`src/rtl/core_seq_if.sv`:
```
// Command/status bundle between a host controller and the core_seq sequencer.
// Latency: none (plain wires); every core-driven signal is registered inside core_seq.
// Backpressure: ofifo_valid gates the drain phase; start is ignored while busy.
interface core_seq_if #(
  parameter int ADDR_W = 11,
  parameter int LEN_W  = 11,
  parameter int TILE_W = 8
);
  localparam int IW = 13 + 2 * ADDR_W;

  // command side
  logic              start;
  logic              abort;
  logic              mode;
  logic              relu_en;
  logic [LEN_W-1:0]  len;
  logic [TILE_W-1:0] num_tiles;
  logic [ADDR_W-1:0] xmem_base;
  logic [ADDR_W-1:0] pmem_base;
  logic              ofifo_valid;

  // sequencer side
  logic [IW-1:0]     inst;
  logic              busy;
  logic              done;
  logic [TILE_W-1:0] tile_idx;

  modport master (
    output start, abort, mode, relu_en, len, num_tiles, xmem_base, pmem_base, ofifo_valid,
    input  inst, busy, done, tile_idx
  );

  modport slave (
    input  start, abort, mode, relu_en, len, num_tiles, xmem_base, pmem_base, ofifo_valid,
    output inst, busy, done, tile_idx
  );
endinterface

```
`src/rtl/core_seq.sv`:
```
// Tile sequencer for a ROW x COL PE array: emits one registered instruction word per cycle.
// Latency: inst lags the FSM by one cycle; done pulses in the first IDLE cycle after the last write.
// Backpressure: drain stalls while ofifo_valid is low; start is only honoured in IDLE.
module core_seq #(
  parameter int ROW    = 8,
  parameter int COL    = 8,
  parameter int ADDR_W = 11,
  parameter int LEN_W  = 11,
  parameter int TILE_W = 8
) (
  input  logic      clk,
  input  logic      reset,
  core_seq_if.slave bus
);

  localparam int IW = 13 + 2 * ADDR_W;
  localparam int CW = ((LEN_W > $clog2(ROW + 1)) ? LEN_W : $clog2(ROW + 1)) + 1;

  // instruction field positions
  localparam int B_LOAD = 0;
  localparam int B_EXEC = 1;
  localparam int B_L0WR = 2;
  localparam int B_L0RD = 3;
  localparam int B_OFRD = 6;
  localparam int XA_LO  = 7;
  localparam int XA_HI  = 6 + ADDR_W;
  localparam int B_XWEN = 7 + ADDR_W;
  localparam int B_XCEN = 8 + ADDR_W;
  localparam int PA_LO  = 9 + ADDR_W;
  localparam int PA_HI  = 8 + 2 * ADDR_W;
  localparam int B_PWEN = 9 + 2 * ADDR_W;
  localparam int B_PCEN = 10 + 2 * ADDR_W;
  localparam int B_ACC  = 11 + 2 * ADDR_W;
  localparam int B_RELU = 12 + 2 * ADDR_W;

  // both SRAMs deselected and write-disabled, everything else quiet
  localparam logic [IW-1:0] IDLE_INST = (IW'(1) << B_XWEN) | (IW'(1) << B_XCEN) |
                                        (IW'(1) << B_PWEN) | (IW'(1) << B_PCEN);

  localparam logic [CW-1:0]     ONE  = CW'(1);
  localparam logic [TILE_W-1:0] TONE = TILE_W'(1);

  // a degenerate array shape is a configuration error, not a runtime condition
  if (ROW < 1 || COL < 1) begin : g_bad_shape
    $error("core_seq: ROW and COL must both be at least 1");
  end

  typedef enum logic [2:0] {
    S_IDLE, S_WLOAD, S_WPROP, S_XLOAD, S_EXEC, S_DRAIN, S_NEXT
  } state_t;

  state_t            state;
  logic [CW-1:0]     cnt;    // per-phase cycle / read counter
  logic [CW-1:0]     pcnt;   // pops issued this drain
  logic [CW-1:0]     wcnt;   // pmem writes issued this drain
  logic [ADDR_W-1:0] rptr;   // running xmem read pointer, carried across tiles

  // command parameters, frozen for the whole command
  logic              mode_q;
  logic              relu_q;
  logic [LEN_W-1:0]  len_q;
  logic [TILE_W-1:0] num_q;
  logic [ADDR_W-1:0] pbase_q;

  logic [IW-1:0]     inst_q;
  logic              busy_q;
  logic              done_q;
  logic [TILE_W-1:0] tile_q;

  logic [CW-1:0]     len_c;
  logic [CW-1:0]     load_lim;
  logic              last_tile;
  logic [ADDR_W-1:0] rd_addr;
  logic [ADDR_W-1:0] wr_addr;

  // WLOAD streams a ROW-deep weight tile, XLOAD a len-deep activation tile
  assign len_c     = CW'(len_q);
  assign load_lim  = (state == S_WLOAD) ? CW'(ROW) : len_c;
  assign last_tile = (tile_q == num_q - TONE);
  assign rd_addr   = rptr + ADDR_W'(cnt);
  assign wr_addr   = pbase_q + ADDR_W'(wcnt);

  assign bus.inst     = inst_q;
  assign bus.busy     = busy_q;
  assign bus.done     = done_q;
  assign bus.tile_idx = tile_q;

  // sequencer FSM; every output is registered here alongside the state
  always_ff @(posedge clk) begin
    if (reset) begin
      state   <= S_IDLE;
      cnt     <= '0;
      pcnt    <= '0;
      wcnt    <= '0;
      rptr    <= '0;
      mode_q  <= 1'b0;
      relu_q  <= 1'b0;
      len_q   <= '0;
      num_q   <= '0;
      pbase_q <= '0;
      inst_q  <= IDLE_INST;
      busy_q  <= 1'b0;
      done_q  <= 1'b0;
      tile_q  <= '0;
    end else if (bus.abort) begin
      // abandon the command; any write pending from the last pop is dropped
      state  <= S_IDLE;
      cnt    <= '0;
      pcnt   <= '0;
      wcnt   <= '0;
      inst_q <= IDLE_INST;
      busy_q <= 1'b0;
      done_q <= 1'b0;
      tile_q <= '0;
    end else begin
      done_q <= 1'b0;
      inst_q <= IDLE_INST;
      case (state)
        S_IDLE: begin
          if (bus.start) begin
            mode_q  <= bus.mode;
            relu_q  <= bus.relu_en;
            len_q   <= bus.len;
            num_q   <= bus.num_tiles;
            pbase_q <= bus.pmem_base;
            rptr    <= bus.xmem_base;
            tile_q  <= '0;
            cnt     <= '0;
            if (bus.len == '0 || bus.num_tiles == '0) begin
              // empty command: acknowledge without touching memory
              done_q <= 1'b1;
            end else begin
              busy_q <= 1'b1;
              state  <= bus.mode ? S_XLOAD : S_WLOAD;
            end
          end
        end

        S_WLOAD, S_XLOAD: begin
          // SRAM data arrives one cycle after its read, so L0 write trails the read
          inst_q[B_L0WR] <= ~inst_q[B_XCEN];
          if (cnt < load_lim) begin
            inst_q[B_XCEN]      <= 1'b0;
            inst_q[XA_HI:XA_LO] <= rd_addr;
            cnt                 <= cnt + ONE;
          end else begin
            // this cycle carries only the trailing L0 write
            cnt   <= '0;
            rptr  <= rptr + ADDR_W'(load_lim);
            state <= (state == S_WLOAD) ? S_WPROP : S_EXEC;
          end
        end

        S_WPROP: begin
          inst_q[B_LOAD] <= 1'b1;
          inst_q[B_L0RD] <= 1'b1;
          if (cnt == CW'(ROW - 1)) begin
            cnt   <= '0;
            state <= S_XLOAD;
          end else begin
            cnt <= cnt + ONE;
          end
        end

        S_EXEC: begin
          inst_q[B_EXEC] <= 1'b1;
          inst_q[B_L0RD] <= 1'b1;
          if (cnt + ONE == len_c) begin
            cnt   <= '0;
            pcnt  <= '0;
            wcnt  <= '0;
            state <= S_DRAIN;
          end else begin
            cnt <= cnt + ONE;
          end
        end

        S_DRAIN: begin
          // pop only while rows remain; the fifo is never over-read
          if (bus.ofifo_valid && pcnt < len_c) begin
            inst_q[B_OFRD] <= 1'b1;
            pcnt           <= pcnt + ONE;
          end
          // the row popped last cycle is now on the fifo output: store it
          if (inst_q[B_OFRD]) begin
            inst_q[B_PCEN]      <= 1'b0;
            inst_q[B_PWEN]      <= 1'b0;
            inst_q[PA_HI:PA_LO] <= wr_addr;
            inst_q[B_ACC]       <= (tile_q != '0);
            inst_q[B_RELU]      <= relu_q && last_tile;
            wcnt                <= wcnt + ONE;
            if (wcnt + ONE == len_c) begin
              state <= S_NEXT;
            end
          end
        end

        S_NEXT: begin
          if (last_tile) begin
            state  <= S_IDLE;
            busy_q <= 1'b0;
            done_q <= 1'b1;
          end else begin
            tile_q <= tile_q + TONE;
            cnt    <= '0;
            state  <= mode_q ? S_XLOAD : S_WLOAD;
          end
        end

        default: begin
          state  <= S_IDLE;
          busy_q <= 1'b0;
        end
      endcase
    end
  end

endmodule

```
`src/flat_wrapper.sv`:
```
// flat-port wrapper written by rule: the top's interface ports become plain ports
module core_seq_flat 
#(
  parameter int ROW    = 8,
  parameter int COL    = 8,
  parameter int ADDR_W = 11,
  parameter int LEN_W  = 11,
  parameter int TILE_W = 8
)
  (clk, reset, bus_start, bus_abort, bus_mode, bus_relu_en, bus_len, bus_num_tiles, bus_xmem_base, bus_pmem_base, bus_ofifo_valid, bus_inst, bus_busy, bus_done, bus_tile_idx);
  core_seq_if #(.ADDR_W(ADDR_W), .LEN_W(LEN_W), .TILE_W(TILE_W)) bus_i ();
  input  logic clk;
  input  logic reset;
  input wire logic [$bits(bus_i.start)-1:0] bus_start;
  input wire logic [$bits(bus_i.abort)-1:0] bus_abort;
  input wire logic [$bits(bus_i.mode)-1:0] bus_mode;
  input wire logic [$bits(bus_i.relu_en)-1:0] bus_relu_en;
  input wire logic [$bits(bus_i.len)-1:0] bus_len;
  input wire logic [$bits(bus_i.num_tiles)-1:0] bus_num_tiles;
  input wire logic [$bits(bus_i.xmem_base)-1:0] bus_xmem_base;
  input wire logic [$bits(bus_i.pmem_base)-1:0] bus_pmem_base;
  input wire logic [$bits(bus_i.ofifo_valid)-1:0] bus_ofifo_valid;
  output wire logic [$bits(bus_i.inst)-1:0] bus_inst;
  output wire logic [$bits(bus_i.busy)-1:0] bus_busy;
  output wire logic [$bits(bus_i.done)-1:0] bus_done;
  output wire logic [$bits(bus_i.tile_idx)-1:0] bus_tile_idx;
  assign bus_i.start = bus_start;
  assign bus_i.abort = bus_abort;
  assign bus_i.mode = bus_mode;
  assign bus_i.relu_en = bus_relu_en;
  assign bus_i.len = bus_len;
  assign bus_i.num_tiles = bus_num_tiles;
  assign bus_i.xmem_base = bus_xmem_base;
  assign bus_i.pmem_base = bus_pmem_base;
  assign bus_i.ofifo_valid = bus_ofifo_valid;
  assign bus_inst = bus_i.inst;
  assign bus_busy = bus_i.busy;
  assign bus_done = bus_i.done;
  assign bus_tile_idx = bus_i.tile_idx;
  core_seq #(.ROW(ROW), .COL(COL), .ADDR_W(ADDR_W), .LEN_W(LEN_W), .TILE_W(TILE_W)) u_core (.clk(clk), .reset(reset), .bus(bus_i));
endmodule
```
`config.mk`:
```
export PLATFORM = sky130hd
export DESIGN_NAME = core_seq_flat
export DESIGN_NICKNAME = d
export VERILOG_FILES = /design/src/rtl/core_seq_if.sv /design/src/rtl/core_seq.sv /design/src/flat_wrapper.sv
export SDC_FILE = /design/constraint.sdc
export NUM_CORES = 1
export LEC_CHECK = 0
export BUFFER_PORTS_ARGS = -buffer_cell sky130_fd_sc_hd__buf_2
export CAP_MARGIN = 10
export CORE_MARGIN = 5
export CORE_UTILIZATION = 53
export DETAILED_ROUTE_END_ITERATION = 10
export PLACE_DENSITY_LB_ADDON = 0.3
export SETUP_SLACK_MARGIN = 0.3
export SYNTH_ARGS = -nofsm -noshare
export SYNTH_HDL_FRONTEND = slang
export SYNTH_SLANG_ARGS = --single-unit
```
`constraint.sdc`:
```
create_clock -name clk -period 3.62 [get_ports clk]
set_input_delay 0.724 -clock clk [delete_from_list [all_inputs] [get_ports clk]]
set_output_delay 0.724 -clock clk [all_outputs]
set_load 0.02 [all_outputs]
```
==> Implementation_results.wiki <==
{| class="wikitable"
! Metric !! Value
|-
| Effective utilization at floorplan || 53.5%
|-
| Seq/Total Area, Yosys || approximately 32%
|-
| Core footprint || 14400 um^2
|-
| Power Dens Cells || 429 nW/um^2
|-
| Number of different library cells in the post-synthesis netlist || 73
|-
| Total standard cell area after synthesis || approximately 7700 um^2
|-
| Unrepaired setup endpoints after global routing || no
|-
| Diodes inserted || 0
|-
| Aggregate routed wire length || 21100 um
|-
| Max Cap Viol || 0
|-
| Internal || 2.73 mW
|-
| Worst Setup End Kind || flip-flop
|-
| CTS HTree Levels || 4
|-
| Largest net degree at the start of global routing || 47
|-
| Status || finished clean
|-
| Number of design rule violations left after detail routing || 0
|-
| Hold bufs inserted after CTS || 0
|-
| Clock tree from TritonCTS || built
|-
| CP max-delay cell || or3b_4
|-
| IR Drop Worst-Case VDD || 334 uV
|-
| Avg Synthesized Cell Area || 7.90 um^2
|-
| CTS clock-pin slew for the worst setup and hold paths || 0.06 ns
|-
| Total congestion overflow after global routing || 0
|-
| Crit share post-route || between 80% and 90%
|-
| TritonCTS buffer count || 17
|-
| Wire length of the first global-routing pass || ~34000 um
|-
| Number of global-route vias before repair || a little under 7000
|-
| Tmin final || 3.22 ns
|-
| Placed cell count || between 1000 and 1500
|-
| Number of warnings issued by yosys || 0
|-
| Total of flip-flops plus latches after synthesis || 123
|-
| Maximum buffer depth of the clock tree || 2
|-
| Number of input and output port buffers inserted || 89
|-
| Share of cells above drive strength 1 || between 10% and 20%
|-
| Total chip power || slightly below 4 mW
|-
| Endpoints failing setup || 0
|-
| Worst Clk Skew || about 0.012 ns
|-
| Wirelength per Cell || 16.9 um
|-
| Final setup TNS || 0 ns
|-
| Vias/cell || 5.88
|-
| Critical path startpoint category || flip-flop
|-
| Share of total power in combinational logic || 16.2%
|-
| Static leakage || 3.93 nW
|-
| Fraction of power spent switching nets || 29.0%
|-
| Layout area overhead || 16.6%
|-
| Measured slew at the worst slew-check pin || 0.801 ns
|-
| Worst stage delay on the critical path || 0.45 ns
|-
| Final Hold Vio Count || 0
|-
| Kind of cell adding the most delay to the critical path || compound AO/OA/AOI/OAI gates
|-
| Switching Power || about 1.1 mW
|-
| Post-synthesis instance total || 974
|-
| Placer's final routability congestion estimate || 0.906
|-
| Normalized max-slew margin || 46.5%
|-
| Min-delay worst type || reg -> reg
|-
| Leading cell type in the layout, fill and taps excluded || nand2_1
|-
| Critical path, cell by cell || or3b_4, and2_1, ha_1, fa_2, a21o_1, a21oi_2, o21bai_1, a2111oi_2, nor2_1, a31oi_2, xnor2_1, o221ai_1
|-
| Buffers plus inverters on the worst setup path || 0
|-
| FFs w/ async S/R, synth || 0%
|-
| Number of top-level pins || between 90 and 100
|-
| Highest clock rate || 311 MHz
|-
| Pre-Repair DR Iteration Count || 5
|-
| All-layer global routing usage || 24.8%
|-
| Arrival time reported for the critical path endpoint || about 3.5 ns
|-
| Number of synthesized flops with an enable pin || 0
|-
| Die W || 130 um
|-
| Vertical die dimension || 130 um
|-
| Commonest non-fill, non-tap cells in the layout || nand2_1 (140), dfxtp_1 (120), buf_2 (89), nor2_1 (85), a21oi_1 (77)
|-
| Top_reg_cell synth || dfxtp_1
|-
| Non-filler cells in the finished layout || about 1300
|-
| Antenna-violating nets left || 0
|-
| Die area || 17000 um^2
|-
| Count of vias placed by the detailed router || 7355
|-
| Part of the power in registers || between 30% and 40%
|-
| HPWL Detailed || roughly 15000 um
|-
| Required arrival time at the worst endpoint || 3.92 ns
|-
| Iter 0 DRT Violations || 518
|-
| Number of antenna violations at the first check in global routing || 0
|-
| Number of clock sinks seen by CTS || 123
|-
| Clock insertion delay at the later pin of the skew report || 0.43 ns
|-
| Largest fanout on the critical path || 6
|-
| Worst setup path class || reg -> reg
|-
| Clock share of power || 45.7%
|-
| Clock tree root driver cell || clkbuf_16
|-
| Fin. max-slew vios || 0
|-
| Number of standard-cell rows in the floorplan || 44
|-
| Nets || 1162
|}
## logic make-up after synthesis
kind of cell    synth area share, %
compound gates                 20.0
xor+xnor                       7.92
fa+ha+maj                      10.1
buf+inv                        5.35
flops                          32.0
mux                           0.391
other cells                  0.0977
simple gates                   24.1
## worst register-to-register path: stages, from the launching register on
cell	delay [ns]
dfxtp_1	0.34
or3b_4	0.45
and2_1	0.19
ha_1	0.21
fa_2	0.36
a21o_1	0.19
a21oi_2	0.18
o21bai_1	0.12
a2111oi_2	0.41
nor2_1	0.15
a31oi_2	0.21
xnor2_1	0.14
o221ai_1	0.14
## registers in the layout, indices dropped and copies added, names as in the netlist
signal	flops
u_core.bus.inst	31
u_core.cnt	12
u_core.pcnt	12
u_core.wcnt	12
u_core.len_q	11
u_core.pbase_q	11
u_core.rptr	11
u_core.bus.tile_idx	8
u_core.num_q	8
u_core.state	3
u_core.bus.busy	1
u_core.bus.done	1
u_core.mode_q	1
u_core.relu_q	1
## layout make-up
cell class / count / area, um^2
Inverter: 49 / 184
Clock buffer: 21 / 480
Clock inverter: 11 / 134
Tap cell: 184 / 230
Timing Repair Buffer: 109 / 596
Fill cell: 1278 / 5400
Sequential cell: 123 / 2470
Multi-Input combinational cell: 754 / 4880
## stage by stage
stage / instance area (um^2) / hold slack (ns) / setup WS [ns] / util [%]
floorplan: 7710 / 0.416 / 0.305 / -
global placement: 8290 / 0.414 / 0.350 / 57.7
detailed placement: 8290 / 0.410 / 0.268 / 57.7
CTS: 8910 / 0.420 / 0.314 / 62.0
global route: 8970 / 0.441 / 0.270 / 62.4
finish: 8970 / 0.418 / 0.401 / 62.4
## synth_stat cells, drive strengths merged, types with 3 or more instances
library cell | instances | area share (%)
o2111ai | 3 | 0.34
nand2b | 5 | 0.41
a31oi | 19 | 1.5
o21ai | 39 | 2.5
nand4 | 20 | 1.8
xor2 | 33 | 3.8
a211o | 4 | 0.46
nor3b | 5 | 0.49
buf | 11 | 1.0
nor2b | 13 | 1.1
nor4b | 3 | 0.34
o211ai | 5 | 0.49
nand2 | 140 | 6.8
a21oi | 78 | 5.1
dfxtp | 123 | 32
and2 | 3 | 0.24
nor3 | 29 | 1.9
nand4b | 5 | 0.57
nor2 | 87 | 4.3
a311oi | 9 | 1.0
mux2i | 3 | 0.39
and3 | 14 | 1.1
and4 | 8 | 0.93
xnor2 | 34 | 3.9
o211a | 4 | 0.62
a2111oi | 3 | 0.34
a41oi | 3 | 0.34
o31ai | 8 | 0.78
a221o | 3 | 0.39
clkbuf | 39 | 1.9
a211oi | 11 | 1.1
or2 | 5 | 0.41
fa | 3 | 0.78
or4 | 5 | 0.54
nand3 | 14 | 0.91
a21o | 21 | 2.1
or3 | 7 | 0.57
ha | 57 | 9.3
o21a | 6 | 0.59
nor4 | 14 | 1.1
inv | 48 | 2.3
## power by group through the flow
stage	combinational, mW	sequential (mW)	clock (mW)
6_report	0.625	1.46	1.76
3_5_place_dp	0.600	1.49	0
2_1_floorplan	0.445	1.47	0
5_1_grt	0.691	1.47	1.84
3_3_place_gp	0.593	1.49	0
4_1_cts	0.607	1.46	1.78
## final timing paths
path         cells past startpoint                  to  slack, ns           startpoint
min reg2reg                      1  u_core.bus.inst[2]       0.42  u_core.bus.inst[19]
max                             12     u_core.rptr[10]       0.40      u_core.state[1]
max reg2reg                     12     u_core.rptr[10]       0.40      u_core.state[1]
min                              1  u_core.bus.inst[2]       0.42  u_core.bus.inst[19]
## repair_timing
| action | in CTS | in global routing |
|---|---|---|
| cloned | 0 | 1 |
| setup buffers | 0 | 1 |
| pin swaps | 0 | 3 |
| hold endpoints to repair | 0 | 0 |
| endpoints found under the setup margin | 6 | 26 |
| resized for setup | 3 | 10 |
## layer usage
metal	wire (um)	vias to the layer above	global-route usage, %
met3	1770	26	5.81
met2	9580	290	39.1
met5	0	-	0
met1	9380	3398	33.8
met4	365	0	8.11
li1	-	3641	-
No activity file was read; power rests on OpenSTA's default activity.
